## src/rtl/op4_pack.sv

```systemverilog
// op4_pack: groups a serial valid/ready word stream into 4-operand sets for the CSA stage.
// Ports: clk, rst (async, active-high); in_valid/in_ready/in_data/in_last upstream;
// a/b/d/e packed operands, out_count (1..4), out_valid/out_ready downstream;
// ref_sum (WIDTH+2) running group sum, present only when OP4_PACK_REFSUM_EN is defined.
module op4_pack #(
  parameter int WIDTH = 16
) (
  input  logic             clk,
  input  logic             rst,
  input  logic             in_valid,
  output logic             in_ready,
  input  logic [WIDTH-1:0] in_data,
  input  logic             in_last,
  output logic [WIDTH-1:0] a,
  output logic [WIDTH-1:0] b,
  output logic [WIDTH-1:0] d,
  output logic [WIDTH-1:0] e,
  output logic [2:0]       out_count,
  output logic             out_valid,
  input  logic             out_ready
`ifdef OP4_PACK_REFSUM_EN
  ,
  output logic [WIDTH+1:0] ref_sum
`endif
);
  localparam logic [0:0] FILL = 1'b0;
  localparam logic [0:0] FULL = 1'b1;
  logic [0:0]       state_q, state_d;
  logic [1:0]       idx_q, idx_d, widx;
  logic [WIDTH-1:0] a_q, a_d, b_q, b_d, d_q, d_d, e_q, e_d;
  logic [2:0]       cnt_q, cnt_d;
  logic             xfer_in, xfer_out, close;
`ifdef OP4_PACK_REFSUM_EN
  logic [WIDTH+1:0] ref_sum_q, ref_sum_d;
`endif
  always_comb begin
    in_ready = (state_q == FILL) | out_ready;
    xfer_out = (state_q == FULL) & out_ready;
    xfer_in  = in_valid & in_ready;
    // a word accepted while FULL is always the first word of the next group
    widx     = (state_q == FULL) ? 2'd0 : idx_q;
    close    = (widx == 2'd3) | in_last;
    state_d  = xfer_in ? (close ? FULL : FILL) : (xfer_out ? FILL : state_q);
    idx_d    = xfer_in ? (close ? 2'd0 : widx + 2'd1) : (xfer_out ? 2'd0 : idx_q);
    cnt_d    = (xfer_in && close) ? {1'b0, widx} + 3'd1 : cnt_q;
    a_d      = (xfer_in && widx == 2'd0) ? in_data : a_q;
    b_d      = !xfer_in ? b_q : (widx == 2'd1) ? in_data : (widx == 2'd0) ? '0 : b_q;
    d_d      = !xfer_in ? d_q : (widx == 2'd2) ? in_data : (widx == 2'd0) ? '0 : d_q;
    e_d      = !xfer_in ? e_q : (widx == 2'd3) ? in_data : (widx == 2'd0) ? '0 : e_q;
`ifdef OP4_PACK_REFSUM_EN
    ref_sum_d = !xfer_in ? ref_sum_q :
                (widx == 2'd0) ? {2'b00, in_data} : ref_sum_q + {2'b00, in_data};
`endif
  end
  always_ff @(posedge clk or posedge rst) begin
    if (rst) begin
      state_q <= FILL;
      idx_q   <= 2'd0;
      cnt_q   <= 3'd0;
      a_q     <= '0;
      b_q     <= '0;
      d_q     <= '0;
      e_q     <= '0;
`ifdef OP4_PACK_REFSUM_EN
      ref_sum_q <= '0;
`endif
    end else begin
      state_q <= state_d;
      idx_q   <= idx_d;
      cnt_q   <= cnt_d;
      a_q     <= a_d;
      b_q     <= b_d;
      d_q     <= d_d;
      e_q     <= e_d;
`ifdef OP4_PACK_REFSUM_EN
      ref_sum_q <= ref_sum_d;
`endif
    end
  end
  assign out_valid = (state_q == FULL);
  assign out_count = cnt_q;
  assign a = a_q;
  assign b = b_q;
  assign d = d_q;
  assign e = e_q;
`ifdef OP4_PACK_REFSUM_EN
  assign ref_sum = ref_sum_q;
`endif
endmodule

```

## config.mk

```make
export PLATFORM = sky130hd
export DESIGN_NAME = op4_pack
export DESIGN_NICKNAME = d
export VERILOG_FILES = /design/src/rtl/op4_pack.sv
export SDC_FILE = /design/constraint.sdc
export NUM_CORES = 1
export LEC_CHECK = 0
export ABC_CLOCK_PERIOD_IN_PS = 3000
export CAP_MARGIN = 5
export CORE_MARGIN = 4
export CORE_UTILIZATION = 60
export CTS_BUF_LIST = sky130_fd_sc_hd__clkbuf_8 sky130_fd_sc_hd__clkbuf_16
export DETAILED_ROUTE_END_ITERATION = 10
export DONT_BUFFER_PORTS = 1
export PLACE_DENSITY = 0.76
export SETUP_SLACK_MARGIN = 0.02
export SLEW_MARGIN = 0
export SYNTH_ARGS = -nofsm -noshare
export SYNTH_HDL_FRONTEND = slang
export SYNTH_SLANG_ARGS = --single-unit
export TNS_END_PERCENT = 50
```

## constraint.sdc

```tcl
create_clock -name clk -period 3 [get_ports clk]
set_input_delay 0.45 -clock clk [delete_from_list [all_inputs] [get_ports clk]]
set_output_delay 0.45 -clock clk [all_outputs]
set_load 0.03 [all_outputs]
```

==> metrics.yaml, run 1 <==
status:
  status: "finished clean"
critical_path:
  critical_path_class: "flop to flop"
  cp_max_fo: 18
  crit_path_start_kind: "flop"
  end_kind: "flop"
  cp.required_ns: 3.23
  worst_ep_arrival_time_ns: 2.68
global_route:
  overflow: 0
  track_usage: 0.218
  grt_pass1_vias: 2031
  grt_pass1_wl_mm: 10.4
  grt_max_degree: 35
  antenna_found_initial: 0
clock_network:
  clk_path_buf_depth: 2
  cts_tree: "yes"
  insertion_delay_ns: 0.34
  cts_root_buf: "clkbuf_8"
  htreeDepth: 3
  cts.clk_slew.worst_paths_ns: 0.07
  post_cts_buffers: 0
  numCtsBuffers: 9
  cts_resized: 0
  ctsHoldBuffers: 0
  clkSinkCount: 70
final_layout:
  drive_above_1_share: 0.103
  post-route-util: 0.658
  nNetsFinal: 302
  antenna_cells: 0
  area_growth_pct: 6.38
  final_cell_mix: "dfrtp_1, inv_1, nand2_1, mux2i_1, clkbuf_8"
  final_common_cell: "dfrtp_1"
  fin_cells: 351
pwr:
  powerDensity_mw_per_mm2: 751
  leakage_nw: 1.56
  max-vdd-ir-drop_mv: 0.438
synthesis:
  ys_types: 26
  yosys_warnings: 0
  avgSynthCellArea_um2: 11.4
  seq_area_frac_synth: 0.558
  ys_ff_latch: 70
  synth_area_mm2: 0.00314
  syn_nets: 301
  synthCells: 276
sta:
  finalSetupViolations: 0
  tns_ns: 0
  rsz0062_at_grt: "false"
  slew_headroom: 0.511
  period_share: 0.818
  skew_ns: 0.00509
  slew_violations: 0
  finalCriticalPeriod_ns: 2.45
  tightest_slew_ns: 0.733
  finalHoldViolCount: 0
  clock.fmax_ghz: 0.407
min_path:
  min_path_type: "primary input to async pin"
floorplanning:
  die_h_um: 80.3
  dieArea_mm2: 0.00645
  initial_core_util: 0.618
  rows: 26
  core_mm2: 0.00507
  die_width_um: 80.3
  ios: 90
route:
  dr.first_iter.drc_count: 102
  via_per_inst: 5.32
  avgRoutedWirePerCell_um: 18.1
  wl_mm: 6.37
  first_pass_iters: 4
  drc: 0
  postRouteAntennaNets: 0
  num_vias: 1868
place:
  numPortBuffers: 0
  gp_congestion: 0.770
  place_hpwl_mm: 4.35
  place_inst: 336
flow_run:
  drv_cap: 0
==> through the flow <==
| step | setup WS, ns | total power, mW | hold WS, ns | area [um2] |
|---|---|---|---|---|
| final | 0.546 | 2.51 | 0.103 | 3340 |
| after global placement | 0.638 | 1.81 | 0.480 | 3150 |
| after global routing | 0.345 | 2.63 | 0.162 | 3340 |
| after floorplan | 0.782 | 1.75 | 0.533 | 3140 |
| after detailed placement | 0.565 | 1.83 | 0.499 | 3150 |
| after CTS | 0.514 | 2.53 | 0.122 | 3340 |
==> area by class of cell <==
type                    instances  area (um2)
multi-input cells             140        1090
repair buffers                  4        30.0
inverters                      52         195
clock buffers                  13         179
flip-flops and latches         70        1750
well taps                      70        87.6
clock inverters                 2        7.51
fillers                       434        1740
==> worst max-delay path, cell delays in order (launching register included) <==
cell	delay [ns]
dfrtp_1	0.56
nand2b_1	0.36
inv_1	0.14
ha_1	0.60
nor2_1	0.14
nand3b_1	0.23
mux2_2	0.31
==> metal layers <==
metal | part of all wire | global-route usage | routed length, um
met3 | 0.096 | 0.0953 | 609
met5 | 0 | 0 | 0
met4 | 0.014 | 0.0828 | 87
met1 | 0.42 | 0.272 | 2680
met2 | 0.47 | 0.334 | 2990
==> where the power goes <==
| part | switching (mW) | internal, mW | total, mW |
|---|---|---|---|
| clock network | 0.324 | 0.381 | 0.705 |
| registers | 0.385 | 1.08 | 1.47 |
| logic | 0.184 | 0.151 | 0.335 |
| total | 0.893 | 1.61 | 2.51 |
==> flip-flops by register name (all words and copies together), names as in the netlist <==
signal and flops:
e 16, idx_q 2, d 16, out_count 3, a 16, b 16
out_valid 1
==> cell families after synthesis <==
logic type	count (synthesis)	share of synthesized area
flops	70	0.558
buf+inv	66	0.0953
mux	66	0.218
simple gates	63	0.0977
compound gates	7	0.0148
fa+ha+maj	4	0.0160
==> synth_stat cells (all sizes together) <==
cell	count	area, um2
a211oi	1	7.51
o21a	1	7.51
nand2b	4	25.0
nand4	1	6.26
a31oi	1	6.26
clkbuf	6	22.5
and2	1	6.26
nand3	3	40.0
buf	8	81.3
ha	4	50.1
nor2	2	7.51
dfrtp	70	1750
mux2i	48	480
a32o	1	10.0
o21ai	3	15.0
nand2	48	180
nand3b	2	15.0
inv	52	195
mux2	18	203
nor3b	2	26.3
==> path summary, 6_finish.rpt <==
kind	startpoint	endpoint	slack, ns	cells after the start
worst max register to register	out_valid	out_count[1]	0.55	6
worst min register to register	idx_q[1]	idx_q[1]	0.58	2
min in group clk	in_data[4]	d[4]	0.23	2
worst max-delay path	out_valid	out_count[1]	0.55	6
worst min-delay path	rst	out_count[2]	0.10	1
max in group asynchronous	rst	d[13]	2.15	2
No activity file was read; power rests on OpenSTA's default activity.
==> inputs of run 2 (changes only) <==
--- a/config.mk
+++ b/config.mk
@@ -5,7 +5,7 @@
 export SDC_FILE = /design/constraint.sdc
 export NUM_CORES = 1
 export LEC_CHECK = 0
-export ABC_CLOCK_PERIOD_IN_PS = 3000
+export ABC_CLOCK_PERIOD_IN_PS = 2500
 export CAP_MARGIN = 5
 export CORE_MARGIN = 4
 export CORE_UTILIZATION = 60
==> constraint.sdc (replaced) <==
create_clock -name clk -period 2.5 [get_ports clk]
set_input_delay 0.375 -clock clk [delete_from_list [all_inputs] [get_ports clk]]
set_output_delay 0.375 -clock clk [all_outputs]
set_load 0.03 [all_outputs]
==> run 2 against run 1 <==
Final cell count grew 1.4%. Combinational power grew 25%. Flip-flop and latch count is the same. Non-clock buffer count grew 4. Cell area grew 1.7%. Wire length shrank 0.93%. The flow now finishes with violations (hold timing). Total power grew 23%. Register-to-register slack gained 0.02 ns. Critical path depth is the same. Hold slack lost 0.14 ns. Clock-buffer cell count shrank 2. Clock power grew 29%. Critical path type unchanged.
==> metrics.yaml, run 2 (synthesized netlist as in run 1, its figures left out) <==
final_layout:
  area_growth_pct: 8.18
  drive_above_1_share: 0.122  # +0.0192
  nFillCells: 421  # -3.0%
  final_cell_mix: "dfrtp_1, inv_1, nand2_1, mux2i_1, clkbuf_8"
  final_common_cell: "dfrtp_1"
  antenna_cells: 0  # unchanged
  multi_input_area_mm2: 0.00109  # unchanged
  nNetsFinal: 306  # +1.3%
  fin_cells: 356  # +1.4%
  final_area_mm2: 0.00339  # +1.7%
  seqCellArea_mm2: 0.00175  # unchanged
critical_path:
  crit_path_start_kind: "flop"
  cp.required_ns: 2.75  # -0.48 ns
  cp_max_fo: 16  # -2
  reg2reg_depth: 6  # unchanged
  worst_ep_arrival_time_ns: 2.19  # -0.49 ns
  critical_path_class: "flop to flop"
  end_kind: "flop"
route:
  dr.first_iter.drc_count: 60  # -41%
  num_vias: 1878  # +0.54%
  drc: 0  # unchanged
  via_per_inst: 5.28  # -0.88%
  avgRoutedWirePerCell_um: 17.7  # -2.3%
  postRouteAntennaNets: 0  # unchanged
  wl_mm: 6.31  # -0.93%
  first_pass_iters: 5  # +1
place:
  gp_congestion: 0.842  # +9.3%
  numPortBuffers: 0  # unchanged
  placed_area_mm2: 0.00319  # +1.4%
  place_ws_ns: 0.535  # -0.0298 ns
  place_hpwl_mm: 4.33  # -0.54%
  place_inst: 340  # +1.2%
status:
  status: "finished, violations left"
  failed_checks: "hold timing"
sta:
  setup_slack_ns: 0.566  # +0.0198 ns
  finalSetupViolations: 0  # unchanged
  finalHoldViolCount: 14  # +14
  slew_headroom: 0.745  # +0.234
  period_share: 0.774  # -0.0443
  finalCriticalPeriod_ns: 1.93  # -0.520 ns
  skew_ns: 0.00711  # +0.00201 ns
  rsz0062_at_grt: "false"
  tns_ns: 0  # unchanged
  tightest_slew_ns: 0.383  # -0.350 ns
  clock.fmax_ghz: 0.517  # +27%
  hold_ws_ns: -0.0366  # -0.140 ns
  slew_violations: 0  # unchanged
floorplanning:
  die_width_um: 80.3  # unchanged
  core_mm2: 0.00507  # unchanged
  die_h_um: 80.3  # unchanged
  ios: 90  # unchanged
  dieArea_mm2: 0.00645  # unchanged
  initial_core_util: 0.618  # unchanged
  rows: 26  # unchanged
global_route:
  grt_pass1_vias: 2011  # -0.98%
  track_usage: 0.211  # -0.00717
  grt_max_degree: 71  # +100%
  overflow: 0  # unchanged
  antenna_found_initial: 0  # unchanged
  grt_pass1_wl_mm: 10.1  # -2.4%
clock_network:
  cts_tree: "yes"
  post_cts_buffers: 0  # unchanged
  insertion_delay_ns: 0.34  # about the same
  cts_resized: 0  # unchanged
  cts_root_buf: "clkbuf_8"
  clkSinkCount: 70  # unchanged
  htreeDepth: 3  # unchanged
  numCtsBuffers: 9  # unchanged
  clk_path_buf_depth: 2  # unchanged
  cts.clk_slew.worst_paths_ns: 0.07  # about the same
  ctsHoldBuffers: 0  # unchanged
min_path:
  min_path_type: "primary input to async pin"
pwr:
  powerDensity_mw_per_mm2: 908  # +21%
  max-vdd-ir-drop_mv: 0.757  # +73%
  leakage_nw: 1.59  # +2.0%
flow_run:
  drv_cap: 0  # unchanged
[run 2: path summary, 6_finish.rpt]
path	start	to	slack, ns
hold reg to reg	idx_q[1]	idx_q[1]	0.58
min in group clk	in_data[5]	b[5]	0.16
setup / recovery	out_valid	e[15]	0.57
max in group asynchronous	rst	b[13]	2.20
hold / removal	rst	idx_q[0]	-0.04
setup reg to reg	out_valid	e[15]	0.57
[run 2: cell type report]
class	instances	share of cell area
multi-input combinational	140	0.320
inverter	52	0.0575
clock inverter	5	0.0144
sequential	70	0.516
tap	70	0.0258
clock buffer	11	0.0446
timing repair buffer	8	0.0214
[run 2: through the flow]
step / utilization / total power [mW]
4_1_cts: 0.669 / 3.11
3_3_place_gp: 0.629 / 2.19
6_report: 0.669 / 3.08
3_5_place_dp: 0.629 / 2.21
5_1_grt: 0.669 / 3.23
2_1_floorplan: - / 2.10
[run 2: routing by layer]
layer | GRT usage | vias to the layer above | wire [um]
met2 | 0.326 | 67 | 2960
met4 | 0.0709 | 0 | 78
met1 | 0.272 | 930 | 2720
li1 | - | 874 | -
met5 | 0 | - | 0
met3 | 0.0807 | 7 | 553
[run 2: critical path, stage by stage, from the launching register on]
cell	delay (ns)
dfrtp_1	0.38
buf_4	0.19
nand2b_1	0.20
ha_1	0.35
nor3b_4	0.17
buf_4	0.31
mux2i_1	0.25
[run 2: report_power, final]
| part | switching [mW] | internal (mW) | total, mW |
|---|---|---|---|
| sequential | 0.458 | 1.30 | 1.76 |
| clock | 0.400 | 0.507 | 0.907 |
| combinational | 0.228 | 0.191 | 0.419 |
| total | 1.09 | 2.00 | 3.08 |
